[src/rtl/ex_stage_if.sv]
// EX-stage bus: ID/EX operands and controls plus forward sources in,
// EX/MEM results, stall request and HI/LO contents out.
interface ex_stage_if;
   logic [31:0] regReadData1EX;
   logic [31:0] regReadData2EX;
   logic [31:0] signExtendEX;
   logic [4:0]  registerRtEX;
   logic [4:0]  registerRdEX;
   logic [1:0]  aluOpEX;
   logic        regDstEX;
   logic        aluSrcEX;
   logic [1:0]  forwardA;
   logic [1:0]  forwardB;
   logic [31:0] aluResultMEM;
   logic [31:0] writeDataWB;
   logic [31:0] aluResultEX;
   logic [31:0] writeDataEX;
   logic [4:0]  writeRegEX;
   logic        zeroEX;
   logic        mulBusy;
   logic [31:0] hiEX;
   logic [31:0] loEX;

   modport master (
      output regReadData1EX, regReadData2EX, signExtendEX, registerRtEX,
             registerRdEX, aluOpEX, regDstEX, aluSrcEX, forwardA, forwardB,
             aluResultMEM, writeDataWB,
      input  aluResultEX, writeDataEX, writeRegEX, zeroEX, mulBusy, hiEX, loEX
   );

   modport slave (
      input  regReadData1EX, regReadData2EX, signExtendEX, registerRtEX,
             registerRdEX, aluOpEX, regDstEX, aluSrcEX, forwardA, forwardB,
             aluResultMEM, writeDataWB,
      output aluResultEX, writeDataEX, writeRegEX, zeroEX, mulBusy, hiEX, loEX
   );
endinterface

[src/rtl/ex_stage.sv]
// MIPS execute stage: forwarding muxes, ALU with funct decode, and a
// 32-cycle shift-add signed multiplier feeding HI/LO that stalls while busy.
module ex_stage (
   input logic       clk,
   input logic       reset_n,
   ex_stage_if.slave bus
);

   typedef enum logic {IDLE, BUSY} mul_state_e;

   mul_state_e  state_q, state_d;
   logic [4:0]  count_q, count_d;
   logic [63:0] acc_q, acc_d;
   logic [63:0] mcand_q, mcand_d;
   logic [31:0] mplier_q, mplier_d;
   logic        sign_q, sign_d;
   logic [31:0] hi_q, hi_d;
   logic [31:0] lo_q, lo_d;

   logic [31:0] op_a;
   logic [31:0] fwd_b;
   logic [31:0] op_b;
   logic [31:0] abs_a;
   logic [31:0] abs_b;
   logic [31:0] alu_res;
   logic [63:0] acc_step;
   logic [5:0]  funct;
   logic        is_mult;
   logic        mul_start;
   logic        mul_done;
   logic        busy;

   assign funct   = bus.signExtendEX[5:0];
   assign is_mult = (bus.aluOpEX == 2'b10) && (funct == 6'b011000);

   always_comb begin
      unique case (bus.forwardA)
         2'b10:   op_a = bus.aluResultMEM;
         2'b01:   op_a = bus.writeDataWB;
         default: op_a = bus.regReadData1EX;
      endcase
   end

   always_comb begin
      unique case (bus.forwardB)
         2'b10:   fwd_b = bus.aluResultMEM;
         2'b01:   fwd_b = bus.writeDataWB;
         default: fwd_b = bus.regReadData2EX;
      endcase
   end

   assign op_b = bus.aluSrcEX ? bus.signExtendEX : fwd_b;

   always_comb begin
      alu_res = '0;
      unique case (bus.aluOpEX)
         2'b00: alu_res = op_a + op_b;
         2'b01: alu_res = op_a - op_b;
         2'b11: alu_res = op_a | op_b;
         2'b10: begin
            unique case (funct)
               6'b100000: alu_res = op_a + op_b;
               6'b100010: alu_res = op_a - op_b;
               6'b100100: alu_res = op_a & op_b;
               6'b100101: alu_res = op_a | op_b;
               6'b101010: alu_res = {31'b0, ($signed(op_a) < $signed(op_b))};
               6'b010000: alu_res = hi_q;
               6'b010010: alu_res = lo_q;
               default:   alu_res = '0;
            endcase
         end
         default: alu_res = '0;
      endcase
   end

   // Multiplier FSM: state register
   always_ff @(posedge clk or negedge reset_n) begin
      if (!reset_n) state_q <= IDLE;
      else          state_q <= state_d;
   end

   always_comb begin
      state_d = state_q;
      unique case (state_q)
         IDLE: if (is_mult) state_d = BUSY;
         BUSY: if (count_q == 5'd31) state_d = IDLE;
         default: state_d = IDLE;
      endcase
   end

   // Start is only possible from IDLE, so a mult held in EX never retriggers.
   always_comb begin
      mul_start = 1'b0;
      mul_done  = 1'b0;
      busy      = 1'b0;
      unique case (state_q)
         IDLE: begin
            mul_start = is_mult;
            busy      = is_mult;
         end
         BUSY: begin
            busy     = (count_q != 5'd31);
            mul_done = (count_q == 5'd31);
         end
         default: busy = 1'b0;
      endcase
   end

   // Magnitudes: -2^31 negates to itself, which reads correctly as unsigned.
   assign abs_a    = op_a[31] ? (~op_a + 32'd1) : op_a;
   assign abs_b    = op_b[31] ? (~op_b + 32'd1) : op_b;
   assign acc_step = acc_q + (mplier_q[0] ? mcand_q : 64'd0);

   always_comb begin
      count_d  = count_q;
      acc_d    = acc_q;
      mcand_d  = mcand_q;
      mplier_d = mplier_q;
      sign_d   = sign_q;
      hi_d     = hi_q;
      lo_d     = lo_q;
      if (mul_start) begin
         mcand_d  = {32'b0, abs_a};
         mplier_d = abs_b;
         sign_d   = op_a[31] ^ op_b[31];
         acc_d    = '0;
         count_d  = '0;
      end else if (state_q == BUSY) begin
         acc_d    = acc_step;
         mcand_d  = mcand_q << 1;
         mplier_d = mplier_q >> 1;
         count_d  = count_q + 5'd1;
         if (mul_done) begin
            {hi_d, lo_d} = sign_q ? (~acc_step + 64'd1) : acc_step;
         end
      end
   end

   always_ff @(posedge clk or negedge reset_n) begin
      if (!reset_n) begin
         count_q  <= '0;
         acc_q    <= '0;
         mcand_q  <= '0;
         mplier_q <= '0;
         sign_q   <= 1'b0;
         hi_q     <= '0;
         lo_q     <= '0;
      end else begin
         count_q  <= count_d;
         acc_q    <= acc_d;
         mcand_q  <= mcand_d;
         mplier_q <= mplier_d;
         sign_q   <= sign_d;
         hi_q     <= hi_d;
         lo_q     <= lo_d;
      end
   end

   assign bus.aluResultEX = alu_res;
   assign bus.writeDataEX = fwd_b;
   assign bus.writeRegEX  = bus.regDstEX ? bus.registerRdEX : bus.registerRtEX;
   assign bus.zeroEX      = (alu_res == '0);
   assign bus.mulBusy     = busy;
   assign bus.hiEX        = hi_q;
   assign bus.loEX        = lo_q;

endmodule

[src/flat_wrapper.sv]
// flat-port wrapper written by rule: the top's interface ports become plain ports
module ex_stage_flat 
  (clk, reset_n, bus_regReadData1EX, bus_regReadData2EX, bus_signExtendEX, bus_registerRtEX, bus_registerRdEX, bus_aluOpEX, bus_regDstEX, bus_aluSrcEX, bus_forwardA, bus_forwardB, bus_aluResultMEM, bus_writeDataWB, bus_aluResultEX, bus_writeDataEX, bus_writeRegEX, bus_zeroEX, bus_mulBusy, bus_hiEX, bus_loEX);
  ex_stage_if bus_i ();
  input logic clk;
  input logic reset_n;
  input wire logic [$bits(bus_i.regReadData1EX)-1:0] bus_regReadData1EX;
  input wire logic [$bits(bus_i.regReadData2EX)-1:0] bus_regReadData2EX;
  input wire logic [$bits(bus_i.signExtendEX)-1:0] bus_signExtendEX;
  input wire logic [$bits(bus_i.registerRtEX)-1:0] bus_registerRtEX;
  input wire logic [$bits(bus_i.registerRdEX)-1:0] bus_registerRdEX;
  input wire logic [$bits(bus_i.aluOpEX)-1:0] bus_aluOpEX;
  input wire logic [$bits(bus_i.regDstEX)-1:0] bus_regDstEX;
  input wire logic [$bits(bus_i.aluSrcEX)-1:0] bus_aluSrcEX;
  input wire logic [$bits(bus_i.forwardA)-1:0] bus_forwardA;
  input wire logic [$bits(bus_i.forwardB)-1:0] bus_forwardB;
  input wire logic [$bits(bus_i.aluResultMEM)-1:0] bus_aluResultMEM;
  input wire logic [$bits(bus_i.writeDataWB)-1:0] bus_writeDataWB;
  output wire logic [$bits(bus_i.aluResultEX)-1:0] bus_aluResultEX;
  output wire logic [$bits(bus_i.writeDataEX)-1:0] bus_writeDataEX;
  output wire logic [$bits(bus_i.writeRegEX)-1:0] bus_writeRegEX;
  output wire logic [$bits(bus_i.zeroEX)-1:0] bus_zeroEX;
  output wire logic [$bits(bus_i.mulBusy)-1:0] bus_mulBusy;
  output wire logic [$bits(bus_i.hiEX)-1:0] bus_hiEX;
  output wire logic [$bits(bus_i.loEX)-1:0] bus_loEX;
  assign bus_i.regReadData1EX = bus_regReadData1EX;
  assign bus_i.regReadData2EX = bus_regReadData2EX;
  assign bus_i.signExtendEX = bus_signExtendEX;
  assign bus_i.registerRtEX = bus_registerRtEX;
  assign bus_i.registerRdEX = bus_registerRdEX;
  assign bus_i.aluOpEX = bus_aluOpEX;
  assign bus_i.regDstEX = bus_regDstEX;
  assign bus_i.aluSrcEX = bus_aluSrcEX;
  assign bus_i.forwardA = bus_forwardA;
  assign bus_i.forwardB = bus_forwardB;
  assign bus_i.aluResultMEM = bus_aluResultMEM;
  assign bus_i.writeDataWB = bus_writeDataWB;
  assign bus_aluResultEX = bus_i.aluResultEX;
  assign bus_writeDataEX = bus_i.writeDataEX;
  assign bus_writeRegEX = bus_i.writeRegEX;
  assign bus_zeroEX = bus_i.zeroEX;
  assign bus_mulBusy = bus_i.mulBusy;
  assign bus_hiEX = bus_i.hiEX;
  assign bus_loEX = bus_i.loEX;
  ex_stage u_core (.clk(clk), .reset_n(reset_n), .bus(bus_i));
endmodule
[config.mk]
export PLATFORM = sky130hd
export DESIGN_NAME = ex_stage_flat
export DESIGN_NICKNAME = d
export VERILOG_FILES = /design/src/rtl/ex_stage_if.sv /design/src/rtl/ex_stage.sv /design/src/flat_wrapper.sv
export SDC_FILE = /design/constraint.sdc
export NUM_CORES = 1
export LEC_CHECK = 0
export ABC_AREA = 0
export BUFFER_PORTS_ARGS = -buffer_cell sky130_fd_sc_hd__buf_4
export CORE_AREA = 2 2 318 320
export CTS_CLUSTER_DIAMETER = 200
export DETAILED_ROUTE_END_ITERATION = 8
export DIE_AREA = 0 0 320 322
export PLACE_DENSITY = 0.53
export SYNTH_ARGS = -nofsm -noshare
export SYNTH_HDL_FRONTEND = slang
export SYNTH_SLANG_ARGS = --single-unit
[constraint.sdc]
create_clock -name clk -period 17 [get_ports clk]
set_clock_uncertainty 0.1 [all_clocks]
set_input_delay 1.7 -clock clk [delete_from_list [all_inputs] [get_ports clk]]
set_output_delay 1.7 -clock clk [all_outputs]
set_load 0.01 [all_outputs]
# == After elaboration in Yosys (flattened, before gate mapping) ==
# Cells that the tools add are included.
# word_totals
register_bits,231
latchBits,0
ram_bits,0
romBits,0
input_bits,180
word_cells,70
memories,0
# op_classes
addsub,7
multipliers,0
div_mod_pow,0
magnitude_cmp,1
n_eq_ne,17
shifts,0
mux,24
bitwise_logic,8
reduce_logical,5
# ops
op,count
64-bit two-way mux,6
32-bit case mux with 7 select lines,1
32-bit two-way mux,5
32-bit case mux with 2 select lines,2
32-bit case mux with 4 select lines,1
"32-bit by 1-bit adder with 32-bit output, second input constant",2
"64-bit by 1-bit adder with 64-bit output, second input constant",1
64-bit adder,1
32-bit inverter,2
64-bit inverter,1
32-bit adder,1
32-bit AND,1
32-bit zero test,1
32-bit less-than comparator,1
32-bit OR,1
32-bit subtractor,1
"6-bit equality test, second input constant",5
"6-bit by 5-bit equality test with 1-bit output, second input constant",3
5-bit two-way mux,3
"2-bit equality test, second input constant",4
"2-bit by 1-bit equality test with 1-bit output, second input constant",3
"5-bit by 1-bit adder with 5-bit output, second input constant",1
"5-bit equality test, second input constant",1
"5-bit != test, second input constant",1
other kinds (8),13

# == Logic depth before layout (Yosys ltp) ==
# depth
depth_word,7
ltp_mapped,25

# == Worst setup path before layout ==
# Ideal clock, no wire load.
# synth_path
path_type,input to output
start,in bus_forwardB[0]
end,out bus_zeroEX
arrival_ns,7.184
t_required_ns,15.200
path_slack_ns,8.016
stages,21
path_buffers,3
path_cell_list,inv_1 > ha_1 > clkbuf_1 > clkbuf_1 > clkbuf_1 > a21oi_1 > o21ai_0 > inv_1 > ha_1 > or3_1 > or4_1 > or4_4 > a2111oi_4 > o2111a_1 > nor2_1 > a221o_1 > a211o_1 > a21oi_1 > nor2_1 > or4b_1 > nor3_2
# synth_between
elab_chain_cells,7
word_cells_on_any_way,12
classes_between,add/sub: 2; order compare: 1; eq/ne: 2; mux: 4; bitwise: 2; reduce/logical: 1
# synth_lines
item,line,source
from (decl),flat_wrapper.sv:16,input wire logic [$bits(bus_i.forwardB)-1:0] bus_forwardB;
2-bit by 1-bit equality test with 1-bit output or 2-bit equality test (tied branches),ex_stage.sv:45,unique case (bus.forwardB)
32-bit case mux with 2 select lines (*),ex_stage.sv:45,
32-bit two-way mux (*),ex_stage.sv:52,assign op_b = bus.aluSrcEX ? bus.signExtendEX : fwd_b;
32-bit subtractor (tied with other cells),"ex_stage.sv:58, ex_stage.sv:63",
32-bit case mux with 7 select lines,ex_stage.sv:61,unique case (funct)
32-bit case mux with 4 select lines (*),ex_stage.sv:56,unique case (bus.aluOpEX)
net bus_aluResultEX[26],flat_wrapper.sv:19,output wire logic [$bits(bus_i.aluResultEX)-1:0] bus_aluResultEX;
32-bit zero test (*),ex_stage.sv:162,assign bus.zeroEX = (alu_res == '0);
to (decl),flat_wrapper.sv:22,output wire logic [$bits(bus_i.zeroEX)-1:0] bus_zeroEX;
# Mark *: on every way through the listed nets, which the timed path passes. The rest lies on a longest branch.

# == Worst setup path in the final report ==
# layout_path
start,in bus_forwardA[0]
end,out bus_zeroEX
# layout_between
elab_chain_cells,6
word_cells_on_any_way,11
classes_between,add/sub: 2; order compare: 1; eq/ne: 2; mux: 3; bitwise: 2; reduce/logical: 1
# layout_lines
item,line,source
from (decl),flat_wrapper.sv:15,input wire logic [$bits(bus_i.forwardA)-1:0] bus_forwardA;
2-bit by 1-bit equality test with 1-bit output or 2-bit equality test (tied branches),ex_stage.sv:37,unique case (bus.forwardA)
32-bit case mux with 2 select lines (*),ex_stage.sv:37,
32-bit subtractor (tied with other cells),"ex_stage.sv:58, ex_stage.sv:63",
32-bit case mux with 7 select lines,ex_stage.sv:61,
32-bit case mux with 4 select lines (*),ex_stage.sv:56,
32-bit zero test (*),ex_stage.sv:162,
# Mark *: on every way between the ends. The rest lies on a longest branch, timed or not.

==> run summary <==
Final nets = 3,865
Yosys warnings = 0
Cell Pwr Density = 133.9 nW/um2
Cell row count = 116
Core area = 99,570 um2
Setup Viol. Count Final = 0
Max Slew Vio Count = 0
Clock buffer count from CTS = 30
Part of the Yosys area used for sequential elements = 0.2334
Post-DP HPWL = 90,330 um
Skew-Pair Late Insertion Delay = 0.62 ns
Die ar. = 103,000 um2
Fin crit share = 0.6005
Syn_area_per_cell = 7.383 um2
Post-CTS setup buffers = 0
CTS Sinks = 231
Die Y = 322 um
Post-DP Area = 28,230 um2
Clock slew at reported path FFs = 0.06 ns
Unique masters post-synth = 103
Period minus WS final = 10.21 ns
Hold buffers post-CTS = 0
Total Neg Setup Slack = 0 ns
Vias = 26,600
DRT iter0 DRCs = 2,608
WP data required = 15.20 ns
Worst Path Buf+Inv = 6
Cell Chain, Critical Path = buf_4 -> inv_1 -> ha_1 -> buf_4 -> inv_1 -> o21ai_0 -> inv_1 -> ha_1 -> or3_1 -> or4_1 -> or4_4 -> a2111oi_4 -> o2111a_1 -> nor2_1 -> a221o_1 -> a211o_1 -> a21oi_1 -> nor2_1 -> or4b_1 -> nor3_2 -> buf_4
Hold Vio Cnt, Final = 0
R2R setup slack = 10.73 ns
Vias in the first global route = 24,970
Mapped Cells = 3,355
Final GP Congestion = 1.066
Final instance area = 29,280 um2
Max Freq = 97.95 MHz
Hold/Removal Path Class = flop to flop
RSZ-0062 raised after global routing = false
EDFF count, synth = 0
First-pass GRT wire length = 165,400 um
Pin count of the biggest net entering global routing = 117
Worst Hold End = u_core.mplier_q[29]
Crit-path slowest cell = or4b_1
Post-CTS sizing = 0
Synth Flop Type = dfrtp_1
Min Hold Slack = 0.3772 ns
Yosys top cell by area = dfrtp_1
Worst slew pin tran = 1.084 ns
End of the worst register-to-register path = u_core.bus.hiEX[4]
IO Count = 315
Delay-heaviest family, CP = simple AND/OR/NAND/NOR gates
Min-delay src = u_core.mplier_q[30]
Initial antenna violation count = 2
Synth async-reset ratio = 1.000
Max-cap violation count = 0
Hold path depth = 1
Net Count, Synth = 3,706
Routed Antenna Nets = 0
Ant diodes = 0
Clock Root Buffer = clkbuf_16
Synth top area cells = dfrtp_1, ha_1, o21ai_0
FF+latch count, synth = 231
Status = finished, final reports clean
Layout cells sized above 1 = 0.1444
CTS tree = done
VDD IR max = 83.11 uV
Worst reg-to-reg path cell count = 14
Post-Route WL = 112,500 um
Die Wd = 320 um
DRC Markers = 0
Worst setup EP type = output port
Total grt overflow = 0
Worst slew margin = 0.2659
Initial Utilization = 0.2488
Htree depth = 1
Crit path largest cell delay = 0.54 ns
Post-synth top area share = 0.2334
Worst Setup Start Kind = input port
Fillers = 10,880
Post-Syn Area = 24,770 um2
DRT Pass-1 Iters = 6
Drt wl/cell = 23.27 um
Total GRT Usage = 0.2093
Longest Clk Path Bufs = 3
RR Startpoint = u_core.mplier_q[0]
Vias per cell = 5.500
Crit-path max FO = 37
Syn-to-layout area delta = 18.20%
Port Buffers = 314
Leakage = 12.86 nW
CP Data Arrival Time = 8.41 ns
WS Path Type = input port to output port
## metrics by stage
| step | worst slack, ns | util | power, W | instances |
|---|---|---|---|---|
| final | 6.791 | 0.2941 | 0.003922 | 4836 |
| after global routing | 6.280 | 0.2941 | 0.004195 | 4836 |
| after CTS | 6.923 | 0.2941 | 0.003912 | 4836 |
| after detailed placement | 6.935 | 0.2835 | 0.003212 | 4780 |
| after global placement | 7.017 | 0.2835 | 0.003201 | 4780 |
| after floorplan | 8.016 | - | 0.002350 | 3355 |
## power by group
part	switching [W]	leakage [nW]	internal (W)
Combinational	0.00141	9.30	0.000825
Clock	0.000275	0.513	0.000405
Sequential	0.000243	3.05	0.000763
Total	0.00193	12.9	0.00199
## worst max-delay path by stage
| stage | start | endpoint | slack, ns | cells after the start |
|---|---|---|---|---|
| after floorplan | bus_forwardB[0] | bus_zeroEX | 8.02 | 21 |
| after global placement | bus_forwardA[0] | bus_zeroEX | 7.02 | 21 |
| after detailed placement | bus_forwardA[0] | bus_zeroEX | 6.93 | 21 |
| after CTS | bus_forwardA[0] | bus_zeroEX | 6.92 | 21 |
| after global routing | bus_forwardA[0] | bus_zeroEX | 6.28 | 22 |
| final | bus_forwardA[0] | bus_zeroEX | 6.79 | 21 |
## cell usage in the layout, fill, tap and decap left out, types with 57 or more instances in the layout
cell / n
a21o_1: 57
nand3_1: 67
nor2_1: 209
buf_4: 351
o21ai_0: 386
xnor2_1: 141
a22oi_1: 65
and2_1: 84
nand2_1: 489
a21oi_1: 256
xor2_1: 68
ha_1: 167
dfrtp_1: 229
nor3_1: 57
inv_1: 149
## Yosys cell counts (all sizes together) (41+ instances only)
library cell and instances:
nand3 68, ha 168, nand4 41, xor2 68
a21oi 256, dfrtp 231, and2 84, o21ai 408
a21o 58, nor2 209, nand2 491, clkbuf 194
nor3 62, xnor2 141, inv 150, a22oi 65
## layout make-up
type / instances / area (um2) / share of cell area
clock buffers: 41 / 872.1 / 0.02978
clock inverters: 15 / 180.2 / 0.006153
inverters: 151 / 566.8 / 0.01936
multi-input cells: 2748 / 17600 / 0.6011
flip-flops and latches: 231 / 5786 / 0.1976
well taps: 1298 / 1624 / 0.05547
repair buffers: 352 / 2650 / 0.09050
## per-layer routing
metal  up-vias  global-route usage  share of wire
met1     12890              0.2797           0.43
met3       173             0.03880          0.079
met2      1077              0.3308           0.44
met5         -                   0       0.000089
met4         2             0.08586          0.047
li1      12460                   -              -
## state kept, by name, summed over array words and instances (netlist names)
signal	cells
u_core.sign_q	1
u_core.state_q	1
u_core.mcand_q	64
u_core.count_q	5
u_core.bus.hiEX	32
u_core.bus.loEX	32
u_core.mplier_q	32
u_core.acc_q	64
## cell families (layout without fill, tap and decap cells)
| kind of cell | after synthesis | count (layout) | synth area share |
|---|---|---|---|
| compound gates | 1185 | 1185 | 0.3085 |
| xor+xnor | 209 | 209 | 0.07390 |
| fa+ha+maj | 171 | 171 | 0.08728 |
| buf+inv | 376 | 559 | 0.05783 |
| flops | 231 | 231 | 0.2334 |
| mux | 51 | 51 | 0.02298 |
| simple gates | 1132 | 1132 | 0.2162 |
No activity file was read; power rests on OpenSTA's default activity.
